$ cat config.mk
export PLATFORM = sky130hd
export DESIGN_NAME = issue_buffer
export DESIGN_NICKNAME = d
export VERILOG_FILES = /design/src/rtl/issue_buffer_pkg.sv /design/src/rtl/issue_buffer_ram.sv /design/src/rtl/issue_buffer.sv
export VERILOG_INCLUDE_DIRS = /design/src /design/src/rtl
export SDC_FILE = /design/constraint.sdc
export NUM_CORES = 1
export LEC_CHECK = 0
export CORE_ASPECT_RATIO = 1.4
export CORE_UTILIZATION = 30
export DETAILED_ROUTE_END_ITERATION = 12
export GPL_TIMING_DRIVEN = 1
export PLACE_DENSITY = 0.52
export SLEW_MARGIN = 20
export SYNTH_ARGS = -nofsm -noshare
export SYNTH_HDL_FRONTEND = slang
export SYNTH_SLANG_ARGS = --single-unit
$ cat constraint.sdc
create_clock -name clk -period 8.4 [get_ports clk]
set_input_delay 1.68 -clock clk [delete_from_list [all_inputs] [get_ports clk]]
set_output_delay 1.68 -clock clk [all_outputs]
set_load 0.02 [all_outputs]
$ cat src/rtl/issue_buffer_defines.sv
// Shared core-wide defines: instruction width, the NOP encoding and the issue buffer depth.
// Guarded so every file can include it and it can also be compiled standalone.
`ifndef ISSUE_BUFFER_DEFINES_SV
`define ISSUE_BUFFER_DEFINES_SV

`ifndef INST_WIDTH
`define INST_WIDTH 32
`endif

`ifndef NOP_INSTRUCTION
`define NOP_INSTRUCTION 32'h0000_0013
`endif

`ifndef ISSUE_BUF_DEPTH
`define ISSUE_BUF_DEPTH 8
`endif

`endif

$ cat src/rtl/issue_buffer_pkg.sv
// Issue buffer package: geometry constants and the fetch-valid decode helper.
`include "issue_buffer_defines.sv"

package issue_buffer_pkg;

  localparam int IB_DEPTH    = `ISSUE_BUF_DEPTH;
  localparam int IB_PTR_BITS = $clog2(IB_DEPTH);

  // Pair-granular fetch: 2'b10 has no younger-only meaning and writes nothing.
  function automatic logic [1:0] push_count(input logic [1:0] fetch_valid);
    logic [1:0] n;
    case (fetch_valid)
      2'b11:   n = 2'd2;
      2'b01:   n = 2'd1;
      default: n = 2'd0;
    endcase
    return n;
  endfunction

endpackage

$ cat src/rtl/issue_buffer_ram.sv
// DEPTH x INST_WIDTH register array with two write ports and two asynchronous read ports.
// Contents are intentionally not reset; validity is tracked by the pointers in the parent.
`include "issue_buffer_defines.sv"

module issue_buffer_ram #(
  parameter int DEPTH      = 8,
  parameter int PTR_BITS   = 3,
  parameter int INST_WIDTH = `INST_WIDTH
) (
  input  logic                  clk,
  input  logic                  we0,
  input  logic [PTR_BITS-1:0]   waddr0,
  input  logic [INST_WIDTH-1:0] wdata0,
  input  logic                  we1,
  input  logic [PTR_BITS-1:0]   waddr1,
  input  logic [INST_WIDTH-1:0] wdata1,
  input  logic [PTR_BITS-1:0]   raddr0,
  output logic [INST_WIDTH-1:0] rdata0,
  input  logic [PTR_BITS-1:0]   raddr1,
  output logic [INST_WIDTH-1:0] rdata1
);

  logic [INST_WIDTH-1:0] mem_r [DEPTH];

  // Storage write; the parent never drives both ports to the same address.
  always_ff @(posedge clk) begin
    if (we0) mem_r[waddr0] <= wdata0;
    if (we1) mem_r[waddr1] <= wdata1;
  end

  assign rdata0 = mem_r[raddr0];
  assign rdata1 = mem_r[raddr1];

endmodule

$ cat src/rtl/issue_buffer.sv
// Dual-wide instruction FIFO between fetch and steering: pushes 0-2 per cycle and
// presents the two oldest entries, holding a split pair for one extra cycle.
`include "issue_buffer_defines.sv"

module issue_buffer
  import issue_buffer_pkg::*;
#(
  parameter int DEPTH      = IB_DEPTH,
  parameter int PTR_BITS   = IB_PTR_BITS,
  parameter int INST_WIDTH = `INST_WIDTH
) (
  input  logic                  clk,
  input  logic                  rst_n,
  input  logic [1:0]            fetch_valid,
  input  logic [INST_WIDTH-1:0] fetch_inst0,
  input  logic [INST_WIDTH-1:0] fetch_inst1,
  output logic                  fetch_ready,
  input  logic                  flush,
  input  logic                  stall,
  input  logic                  steer_stall,
  output logic [INST_WIDTH-1:0] instruction0_out,
  output logic [INST_WIDTH-1:0] instruction1_out,
  output logic [1:0]            issue_valid,
  output logic [PTR_BITS:0]     count
);

  localparam logic [PTR_BITS:0]     READY_MAX = (PTR_BITS+1)'(DEPTH - 2);
  localparam logic [PTR_BITS:0]     CNT_ZERO  = (PTR_BITS+1)'(0);
  localparam logic [PTR_BITS:0]     CNT_TWO   = (PTR_BITS+1)'(2);
  localparam logic [PTR_BITS-1:0]   PTR_ONE   = PTR_BITS'(1);
  localparam logic [INST_WIDTH-1:0] NOP       = INST_WIDTH'(`NOP_INSTRUCTION);

  logic [PTR_BITS-1:0]   head_r, tail_r;
  logic [PTR_BITS:0]     cnt_r, cnt_next_s;
  logic [1:0]            push_n_s, pop_n_s, issue_valid_s;
  logic                  fetch_ready_s;
  logic [INST_WIDTH-1:0] rdata0_s, rdata1_s;

  assign fetch_ready_s = (cnt_r <= READY_MAX);

  // Push/pop decode; flush masks both the presented pair and any write.
  always_comb begin
    push_n_s      = 2'd0;
    pop_n_s       = 2'd0;
    issue_valid_s = 2'b00;
    if (flush) begin
      issue_valid_s = 2'b00;
    end else begin
      issue_valid_s = {(cnt_r >= CNT_TWO), (cnt_r != CNT_ZERO)};
    end
    if (fetch_ready_s && !flush) begin
      push_n_s = push_count(fetch_valid);
    end else begin
      push_n_s = 2'd0;
    end
    if (stall || steer_stall) begin
      pop_n_s = 2'd0;
    end else begin
      pop_n_s = {1'b0, issue_valid_s[0]} + {1'b0, issue_valid_s[1]};
    end
    cnt_next_s = cnt_r + (PTR_BITS+1)'(push_n_s) - (PTR_BITS+1)'(pop_n_s);
  end

  // Pointer and occupancy state; DEPTH is a power of two so pointers wrap naturally.
  always_ff @(posedge clk or negedge rst_n) begin
    if (!rst_n) begin
      head_r <= '0;
      tail_r <= '0;
      cnt_r  <= '0;
    end else if (flush) begin
      head_r <= '0;
      tail_r <= '0;
      cnt_r  <= '0;
    end else begin
      head_r <= head_r + PTR_BITS'(pop_n_s);
      tail_r <= tail_r + PTR_BITS'(push_n_s);
      cnt_r  <= cnt_next_s;
    end
  end

  issue_buffer_ram #(
    .DEPTH      (DEPTH),
    .PTR_BITS   (PTR_BITS),
    .INST_WIDTH (INST_WIDTH)
  ) u_ram (
    .clk    (clk),
    .we0    (push_n_s != 2'd0),
    .waddr0 (tail_r),
    .wdata0 (fetch_inst0),
    .we1    (push_n_s == 2'd2),
    .waddr1 (tail_r + PTR_ONE),
    .wdata1 (fetch_inst1),
    .raddr0 (head_r),
    .rdata0 (rdata0_s),
    .raddr1 (head_r + PTR_ONE),
    .rdata1 (rdata1_s)
  );

  assign fetch_ready      = fetch_ready_s;
  assign issue_valid      = issue_valid_s;
  assign count            = cnt_r;
  assign instruction0_out = issue_valid_s[0] ? rdata0_s : NOP;
  assign instruction1_out = issue_valid_s[1] ? rdata1_s : NOP;

endmodule

Yosys cells after proc, flatten, opt, wreduce, memory -nomap -nowiden
Memory sizes are Yosys's and may differ from the RTL's. Index checks and enable logic that the tools add are counted.

Register bits: 10. RAM bits: 256. Input port bits: 71. Output and inout port bits: 71. Logic and storage cells: 34. Memories: 1.

Memory list: u_ram.mem_r (words 8, width 32, read ports 2, clocked after Yosys merged registers in 0, write ports 2, RTL line issue_buffer_ram.sv:23) `logic [INST_WIDTH-1:0] mem_r [DEPTH];`.

Add/sub/neg operators: 7. Order comparisons: 2. Eq/ne operators: 3. Mux-type cells: 13. Reductions and logical operators: 5.

Operator list (number): $mux W32 (2); $add A3 B1 Y3 const B (2); $add A3 B2 Y3 (2); $mux W2 (3); $mux W3 (2); $add A4 B2 Y4 (1); $eq A2 B2 Y1 const B (2); $ge A4 B2 Y1 const B (1); $le A4 B3 Y1 const B (1); $mux W1 (4); $mux W4 (1); $pmux W2 S2 (1); $reduce_bool A4 Y1 (1); $sub A4 B2 Y4 (1); $add A1 B1 Y2 (1); $eq A2 B1 Y1 const B (1); $reduce_bool A2 Y1 (1); $logic_and A1 B1 Y1 (1); $logic_not A1 Y1 (1); $logic_or A1 B1 Y1 (1).

Longest topological paths before layout
Gate-level depths: netlist of the first run.

Word-level depth: 6. Mapped depth: 17. Mapped depth without buffers: 16.

Cells and area by module
A second synthesis of the first run with hierarchy kept.

Cell total of the unflattened synthesis: 938. Area total of the unflattened synthesis: 16271.9 µm².

Modules (own cells, without submodules): issue_buffer_ram (instances 1, cells an instance 794, area an instance 15080.7 µm², sequential area each 7687.4 µm²); issue_buffer (instances 1, cells an instance 144, area an instance 1191.1 µm², sequential area each 250.2 µm²).

Worst setup path after synthesis of the first run
Ideal clock, no wire load.

Path type: input port to flip-flop. From: in fetch_valid[1]. To: mem u_ram.mem_r[1][0] (netlist name), enable pin. Setup time: 0.432 ns. Arrival: 4.061 ns. Required time: 7.968 ns. Setup slack: 3.907 ns. Cell stages on the path: 4. Buffers on the path: 1. Path through: buf_2 -> inv_1 -> or4_1 -> a21oi_1.

RTL lines: start: declaration (RTL line issue_buffer.sv:14) `input logic [1:0] fetch_valid,`; end: declaration (RTL line issue_buffer_ram.sv:23).

Worst setup path after layout of the first run
From: in flush. To: out instruction1_out[2].

Longest elaborated chain between the ends: 2.

RTL lines: start: declaration (RTL line issue_buffer.sv:18) `input logic flush,`; $mux W2 (RTL line issue_buffer.sv:46) `if (flush) begin`; $mux W32 (RTL line issue_buffer.sv:103) `assign instruction1_out = issue_valid_s[1] ? rdata1_s : NOP;`; end: declaration (RTL line issue_buffer.sv:22) `output logic [INST_WIDTH-1:0] instruction1_out,`.

Every way passes these cells.

==> results of run 1 <==
-- power groups by stage --
| stage | Combinational [mW] | Clock [mW] | Sequential [mW] |
|---|---|---|---|
| 5_1_grt | 1.62 | 1.34 | 1.55 |
| 3_3_place_gp | 1.52 | 0 | 1.57 |
| 2_1_floorplan | 0.959 | 0 | 1.57 |
| 4_1_cts | 1.54 | 1.29 | 1.55 |
| 6_report | 1.53 | 1.26 | 1.55 |
| 3_5_place_dp | 1.53 | 0 | 1.58 |
-- cell families (layout without fill, tap and decap cells) --
family,count (synthesis),after routing
DFF,266,266
muxes,506,506
adders and majority gates,15,15
and+or+nand+nor,130,130
buffers and inverters,110,237
AOI/OAI and AO/OA,134,134
xor gates and xnor gates,8,8
-- cell type report --
cell class / count / area (um2)
Sequential cell: 266 / 7940
Tap cell: 721 / 902
Fill cell: 5202 / 34700
Clock buffer: 35 / 748
Clock inverter: 17 / 156
Inverter: 15 / 56.3
Multi-Input combinational cell: 793 / 8100
Timing Repair Buffer: 170 / 1650
-- Yosys cell counts (3+ instances only) --
cell	n	area, um2
nor3_1	59	295
nand3b_1	3	22.5
a22o_1	29	254
buf_6	10	113
xnor2_1	4	35.0
nand3_1	6	30.0
nand2_1	17	63.8
buf_1	14	52.6
a221o_1	3	30.0
dfrtp_1	10	250
or4_1	4	30.0
mux2_1	57	642
mux2i_1	64	641
nor2b_1	5	31.3
mux2_2	289	3250
clkbuf_1	36	135
edfxtp_1	256	7690
inv_1	14	52.6
buf_2	32	160
ha_1	11	138
nand2b_1	5	31.3
mux2_4	90	1350
buf_4	3	22.5
a21oi_1	6	30.0
mux4_2	6	135
xor2_1	3	26.3
o22ai_1	90	563
nor2_1	15	56.3
fa_1	4	80.1
-- layer usage --
layer / global-route usage, % / vias to the layer above
met1: 23.9 / 5674
met5: 0 / -
met2: 33.8 / 325
met3: 2.56 / 102
li1: - / 4808
met4: 6.26 / 8
-- registers in the layout, indices dropped and copies added, names as in the netlist --
signal,cells
u_ram.mem_r,256
count,4
head_r,3
tail_r,3
-- worst paths after layout --
kind                           from                   to  slack [ns]  depth (start not counted)
setup / recovery              flush  instruction1_out[2]        2.13                          4
hold / removal             count[0]             count[0]        0.76                          2
setup reg to reg           count[2]             count[3]        4.45                         16
hold reg to reg            count[0]             count[0]        0.76                          2
max in group asynchronous     rst_n            head_r[0]        6.60                          1
min in group asynchronous     rst_n             count[0]        1.44                          1
-- worst register-to-register path, delay by kind of cell, from the launching register on --
family	cells	cell delay, ns
flops	1	0.40
simple gates	5	1.21
buf+inv	4	0.53
xor+xnor	1	0.15
compound gates	2	0.34
fa+ha+maj	4	1.20
==> flow_summary_export.csv, run 1 <==
group,metric,value,unit
yosys,synth_xor_area_share,0.472,%
pwr,power.total,4.33,mW
cells_and_area,syn2layout_area_growth,19.1,%
yosys,yosysUniqueCellTypes,46,
cells_and_area,final_common_cell,"mux2_2",
floorplanning,rows,101,
timing,fin_tns_setup,0,ns
flow_run,max_cap_violations,0,
timing,finalHoldViolCount,0,
yosys,synthCells,1169,
drt,drc,0,
setup_path,cp_slowest_cell,"nand2b_2",
cells_and_area,nets,1361,
clock_network,cts_resized,0,
grt,first_global_vias,11700,
clock_network,hold_buffers,0,
clock_network,path_clk_slew,0.06,ns
drt,drt-total-wl,54.2,mm
setup_path,cp.buffers_inverters,2,
setup_path,critPathMaxFanout,30,
setup_path,critical_path_arrival,4.59,ns
setup_path,worst_setup_path_start_kind,"input port",
clock_network,cts_tree,"done",
setup_path,path_class,"in -> out",
place,place_congestion,0.756,
pwr,power_density,222,nW/um2
pwr,clock_power_share,29.0,%
yosys,synth-main-ff-cell,"edfxtp_1",
timing,fmax,0.160,GHz
pwr,p_seq_share,35.7,%
yosys,syn_area,16400,um2
place,dp_cells,1963,
floorplanning,die_w,200,um
timing,worst_slew_pin_slew,1.16,ns
drt,num_vias,10900,
timing,fin_crit_sh,74.6,%
drt,dr.pass1.iters,5,
run_status,status,"complete, no violations",
pwr,swShare,32.1,%
place,hpwl,29.8,mm
cells_and_area,postLayoutCellArea,19600,um2
timing,worst_hold_slack,0.756,ns
floorplanning,start_util,30.3,%
yosys,synth_compound_area_share,5.69,%
yosys,synth_edf_count,256,
pwr,combPwrFrac,35.3,%
drt,drt-initial-drc-count,677,
floorplanning,die_h,279,um
yosys,syn-num-nets,1255,
clock_network,numCtsBuffers,29,
yosys,synthMuxAreaShare,36.7,%
timing,setup_violations,0,
setup_path,cp_slowest_stage_delay,0.85,ns
place,placement.cell_area,18600,um2
yosys,synth_top_family_by_area,"multiplexers",
yosys,synth-simple-area-share,4.21,%
drt,via_per_inst,5.41,
drt,m1WireLength,22.8,mm
cells_and_area,final_cells,2017,
worst_hold_path,hp-class,"reg -> reg",
drt,routed.top_layer,"met5",
timing,fin_skew,0.0149,ns
clock_network,cts_buffer_depth,3,
place,port_buffers,141,
setup_path,path_common_cell,"clkdlybuf4s50_1",
yosys,ys_ff_latch,266,
floorplanning,ios,142,
cells_and_area,final_cell_mix,"mux2_2, edfxtp_1, clkdlybuf4s50_1",
clock_network,cts_sinks,266,
clock_network,worstSkewPairLatency,0.56,ns
floorplanning,core,54200,um2
clock_network,cts_max_level,1,
clock_network,postCtsSetupRepairBufs,0,
yosys,yosysSeqAreaShare,48.3,%
timing,drv_slew,0,
grt,antenna_found_initial,4,
drt,wl_per_cell,26.8,um
pwr,p_int,2.94,mW
grt,grt_pass1_wl,77.2,mm
place,preCtsSetupSlack,2.02,ns
drt,dr_wl_met3,2.49,mm
drt,wl_met2,27.3,mm
setup_path,crit_family,"simple AND/OR/NAND/NOR gates",
timing,relSlewSlack,22.6,%
pwr,p_leak,6.64,nW
yosys,syn_area_per_cell,14.0,um2
pwr,max-vdd-ir-drop,0.227,mV
yosys,yosys_warnings,0,
clock_network,cts_root_buf,"clkbuf_16",
timing,fin_ws,2.13,ns
cells_and_area,diodes,0,
setup_path,required,6.72,ns
drt,drt.antenna.violating_nets,0,
floorplanning,dieArea,55700,um2
timing,rsz0062_at_grt,"no",
yosys,synthArstFlopShare,3.76,%
cells_and_area,drive_gt1_share,37.1,%
pwr,switching_power,1.39,mW
grt,grt_max_degree,77,
grt,overflow,0,
setup_path,worstSetupEndpointType,"output pin",
cells_and_area,utilization,36.1,%
timing,period_minus_slack,6.27,ns
setup_path,path_cells,"clkdlybuf4s50_1 > nand2b_2 > nor3_1 > clkdlybuf4s50_1",
grt,track_usage,19.2,%
yosys,synthAdderAreaFrac,1.33,%
Note: power is estimated with default switching activity, not from simulation.
==> run 2: changes to the inputs <==
PLACE_DENSITY = 0.54   (was 0.52)
clock period = 5.63 ns   (was 8.4 ns; I/O delays follow)
==> flow_summary_export.csv, run 2 (synthesis results as in run 1) <==
group,metric,value,unit
drt,drt-initial-drc-count,651,
cells_and_area,drive_gt1_share,36.9,%
worst_hold_path,hp-class,"reg -> reg",
pwr,p_seq_share,37.2,%
timing,fmax,0.195,GHz
setup_path,cp.buffers_inverters,2,
drt,num_vias,10700,
grt,overflow,0,
pwr,power_density,321,nW/um2
clock_network,cts_sinks,266,
grt,grt_pass1_wl,75.9,mm
setup_path,required,4.50,ns
timing,fin_skew,0.0117,ns
setup_path,path_class,"reg -> out",
drt,drc,0,
cells_and_area,nets,1364,
setup_path,cp_slowest_cell,"dfrtp_4",
setup_path,crit_family,"buffers and inverters",
cells_and_area,final_common_cell,"mux2_2",
grt,first_global_vias,11600,
place,port_buffers,141,
cells_and_area,syn2layout_area_growth,18.9,%
clock_network,worstSkewPairLatency,0.56,ns
cells_and_area,largest_reg_flops,256,
floorplanning,dieArea,55700,um2
floorplanning,die_w,200,um
clock_network,postCtsSetupRepairBufs,0,
floorplanning,rows,101,
cells_and_area,final_cell_mix,"mux2_2, edfxtp_1, clkdlybuf4s50_1",
grt,antenna_found_initial,3,
grt,track_usage,18.7,%
pwr,swShare,32.9,%
pwr,clock_power_share,26.4,%
pwr,switching_power,2.06,mW
floorplanning,core,54200,um2
run_status,status,"complete, no violations",
timing,relSlewSlack,26.7,%
setup_path,worstSetupEndpointType,"output pin",
clock_network,cts_root_buf,"clkbuf_16",
place,placement.cell_area,18800,um2
pwr,p_leak,6.61,nW
setup_path,critical_path_arrival,4.01,ns
drt,drt.antenna.violating_nets,0,
clock_network,hold_buffers,0,
timing,fin_crit_sh,91.3,%
floorplanning,start_util,30.3,%
drt,dr.pass1.iters,5,
grt,grt_max_degree,60,
timing,drv_slew,0,
setup_path,cp_slowest_stage_delay,0.67,ns
place,hpwl,32.1,mm
clock_network,cts_tree,"done",
cells_and_area,fillCellCount,5232,
clock_network,path_clk_slew,0.07,ns
floorplanning,die_h,279,um
pwr,max-vdd-ir-drop,0.257,mV
drt,via_per_inst,5.31,
clock_network,numCtsBuffers,27,
clock_network,cts_buffer_depth,3,
drt,wl_per_cell,26.1,um
timing,period_minus_slack,5.14,ns
timing,rsz0062_at_grt,"no",
timing,setup_violations,0,
clock_network,cts_resized,0,
setup_path,path_cells,"ha_4 > xnor2_1 > nand2_1 > buf_12 > o22ai_1 > nor3_1 > clkdlybuf4s50_1",
cells_and_area,postLayoutCellArea,19500,um2
flow_run,max_cap_violations,0,
setup_path,worst_setup_path_start_kind,"flop",
pwr,combPwrFrac,36.4,%
timing,fin_tns_setup,0,ns
timing,worst_slew_pin_slew,1.10,ns
drt,drt-total-wl,52.7,mm
setup_path,critPathMaxFanout,30,
cells_and_area,max_flop_register,"u_ram.mem_r",
timing,finalHoldViolCount,0,
floorplanning,ios,142,
clock_network,cts_max_level,1,
pwr,p_int,4.20,mW
place,place_congestion,0.783,
-- run 2: cell count changes in the layout (fill, tap and decap cells not counted) --
cell and delta:
nand2b_1 +2, diode_2 +3, clkinv_1 +1, bufinv_16 -3
buf_4 -1, clkbuf_16 -2, clkbuf_1 +1, buf_12 +6
clkinv_2 -1, nand2b_2 -2
-- run 2: final cells by class --
cell class | instances | area, um2 | area share [%]
Multi-Input combinational cell | 793 | 8090 | 41.4
Sequential cell | 266 | 7940 | 40.7
Inverter | 15 | 56.3 | 0.288
Tap cell | 721 | 902 | 4.62
Timing Repair Buffer | 175 | 1770 | 9.04
Clock buffer | 34 | 702 | 3.59
Antenna cell | 3 | 7.51 | 0.0384
Clock inverter | 14 | 65.1 | 0.333
-- run 2: stage by stage --
| stage | utilization, % | hold WS, ns | setup slack, ns | total power, mW | cells |
|---|---|---|---|---|---|
| floorplan | - | 0.637 | 1.69 | 3.77 | 1169 |
| global placement | 34.6 | 0.697 | 0.469 | 4.66 | 1970 |
| detailed placement | 34.6 | 0.698 | 0.492 | 4.67 | 1970 |
| CTS | 36.0 | 0.717 | 0.492 | 6.32 | 2018 |
| global route | 36.0 | 0.732 | 0.414 | 6.50 | 2021 |
| finish | 36.0 | 0.712 | 0.491 | 6.26 | 2021 |
-- run 2: power by group through the flow --
stage | clock network, mW | registers [mW] | logic, mW
2_1_floorplan | 0 | 2.34 | 1.43
3_3_place_gp | 0 | 2.37 | 2.29
3_5_place_dp | 0 | 2.37 | 2.30
4_1_cts | 1.69 | 2.33 | 2.31
5_1_grt | 1.75 | 2.34 | 2.42
6_report | 1.65 | 2.33 | 2.28
-- run 2: worst register-to-register path, cell delays in order (launching register included) --
cell and delay, ns:
dfrtp_1 0.40, inv_2 0.11, ha_1 0.15, nand2b_1 0.08
nor2_1 0.08, or2_2 0.84, inv_1 0.31, ha_1 0.28
nand2_1 0.09, inv_1 0.06, fa_1 0.50, inv_1 0.06
ha_1 0.27, a21o_1 0.16, a21oi_1 0.17, xnor2_1 0.13
nor2_1 0.05
-- run 2: per-layer routing --
layer / GRT usage [%] / vias up / part of all wire, %
met5: 0 / - / 0
met4: 7.36 / 0 / 3.4
met3: 1.78 / 84 / 4.2
met2: 32.8 / 302 / 50
met1: 23.5 / 5528 / 42
li1: - / 4818 / -
-- run 2: path summary, 6_finish.rpt --
check / startpoint / to / slack [ns] / cells after the start
worst max-delay path: head_r[0] / instruction1_out[28] / 0.49 / 7
worst min-delay path: count[0] / count[0] / 0.71 / 2
worst max register to register: count[3] / count[3] / 1.76 / 16
worst min register to register: count[0] / count[0] / 0.71 / 2
max in group asynchronous: rst_n / head_r[0] / 4.37 / 1
min in group asynchronous: rst_n / count[0] / 0.90 / 1
==> run 3: changes to the inputs <==
CORE_UTILIZATION = 35   (was 30)
PLACE_DENSITY = 0.66   (was 0.54)
==> flow_summary_export.csv, run 3 (synthesis results as in run 1) <==
group,metric,value,unit
cells_and_area,largest_reg_flops,256,
clock_network,cts_resized,0,
pwr,power_density,327,nW/um2
drt,drc,0,
cells_and_area,max_flop_register,"u_ram.mem_r",
timing,drv_slew,0,
place,hpwl,31.7,mm
floorplanning,dieArea,47800,um2
floorplanning,rows,93,
grt,track_usage,20.8,%
drt,wl_per_cell,26.0,um
grt,overflow,0,
timing,fin_crit_sh,87.8,%
run_status,status,"complete, no violations",
clock_network,cts_buffer_depth,3,
drt,via_per_inst,5.70,
timing,relSlewSlack,26.4,%
drt,num_vias,11000,
grt,antenna_found_initial,7,
timing,finalHoldViolCount,0,
clock_network,path_clk_slew,0.06,ns
pwr,p_leak,6.70,nW
worst_hold_path,hp-class,"reg -> reg",
clock_network,hold_buffers,0,
grt,grt_pass1_wl,73.2,mm
clock_network,cts_tree,"done",
floorplanning,die_h,258,um
cells_and_area,fillCellCount,4239,
place,placement.cell_area,18700,um2
cells_and_area,postLayoutCellArea,19600,um2
cells_and_area,final_cell_mix,"mux2_2, edfxtp_1, clkdlybuf4s50_1",
cells_and_area,nets,1376,
timing,fmax,0.202,GHz
setup_path,path_class,"reg -> out",
setup_path,critPathMaxFanout,16,
drt,drt-total-wl,50.2,mm
drt,drt-initial-drc-count,770,
setup_path,required,4.50,ns
drt,drt.antenna.violating_nets,0,
setup_path,worstSetupEndpointType,"output pin",
timing,worst_slew_pin_slew,1.10,ns
clock_network,cts_sinks,266,
setup_path,ff2ff_path_depth,7,
grt,grt_max_degree,68,
clock_network,worstSkewPairLatency,0.56,ns
clock_network,cts_max_level,1,
clock_network,numCtsBuffers,27,
grt,first_global_vias,11600,
timing,fin_skew,0.0116,ns
setup_path,worst_setup_path_start_kind,"flop",
timing,setup_violations,0,
floorplanning,start_util,35.5,%
timing,fin_tns_setup,0,ns
floorplanning,core,46200,um2
setup_path,critical_path_arrival,3.82,ns
floorplanning,ios,142,
drt,dr.pass1.iters,5,
flow_run,max_cap_violations,0,
clock_network,postCtsSetupRepairBufs,0,
clock_network,cts_root_buf,"clkbuf_16",
floorplanning,die_w,185,um
cells_and_area,syn2layout_area_growth,19.0,%
place,place_congestion,0.825,
timing,period_minus_slack,4.94,ns
cells_and_area,drive_gt1_share,37.8,%
timing,rsz0062_at_grt,"no",
worst_hold_path,holdPathStages,2,
pwr,max-vdd-ir-drop,0.206,mV
place,port_buffers,141,
cells_and_area,final_common_cell,"mux2_2",
==> run 3: cell count changes in the layout (fill, tap and decap cells not counted), moves of 3 or more <==
| cell | before | now |
|---|---|---|
| buf_12 | 8 | 2 |
| clkinvlp_4 | 1 | 5 |
| diode_2 | 3 | 7 |
| buf_4 | 26 | 43 |
| clkbuf_1 | 7 | 3 |
| bufinv_16 | 0 | 3 |
==> run 3: final cells by class <==
type | instances | area, um2 | share of cell area, %
Timing Repair Buffer | 187 | 1800 | 9.22
Sequential cell | 266 | 7940 | 40.6
Antenna cell | 7 | 17.5 | 0.0896
Clock inverter | 20 | 185 | 0.947
Inverter | 15 | 56.3 | 0.288
Tap cell | 617 | 772 | 3.95
Clock buffer | 30 | 687 | 3.51
Multi-Input combinational cell | 793 | 8090 | 41.4
==> run 3: final timing paths <==
kind	startpoint	to	slack, ns
max	head_r[0]	instruction1_out[30]	0.69
min	count[0]	count[0]	0.75
max reg2reg	count[3]	u_ram.mem_r[4][0]	2.11
min reg2reg	count[0]	count[0]	0.75
max in group asynchronous	rst_n	head_r[0]	4.35
min in group asynchronous	rst_n	count[0]	0.90
==> run 3: metrics by stage <==
stage	total power [mW]	utilization, %	worst slack (ns)	std cells	hold WS, ns
finish	6.40	42.3	0.687	1935	0.749
global route	6.62	42.3	0.602	1934	0.799
CTS	6.43	42.3	0.752	1928	0.760
detailed placement	4.63	40.4	0.870	1878	0.735
global placement	4.59	40.3	0.919	1877	0.743
floorplan	3.77	-	1.69	1169	0.637
==> run 3: report_power, final <==
part	internal, mW	total (mW)	leakage, nW	switching (mW)
Sequential	2.26	2.31	2.45	0.0547
Clock	1.02	1.81	0.408	0.792
Combinational	1.07	2.28	3.84	1.21
Total	4.34	6.40	6.70	2.06
==> run 3: critical path, cell delays in order (launching register included) <==
cell and delay [ns]:
dfrtp_4 0.56, ha_4 0.20, xnor2_1 0.12, buf_4 0.17, nand2_1 0.80, buf_4 0.34
o22ai_1 0.17, nor3_1 0.24, clkdlybuf4s50_1 0.65
==> run 3: per-layer routing <==
| layer | vias to the layer above | share of wire [%] | GRT usage, % |
|---|---|---|---|
| met3 | 104 | 4.5 | 2.28 |
| li1 | 4859 | - | - |
| met5 | - | 0 | 0 |
| met2 | 358 | 52 | 37.7 |
| met1 | 5714 | 40 | 24.7 |
| met4 | 0 | 3.5 | 8.88 |
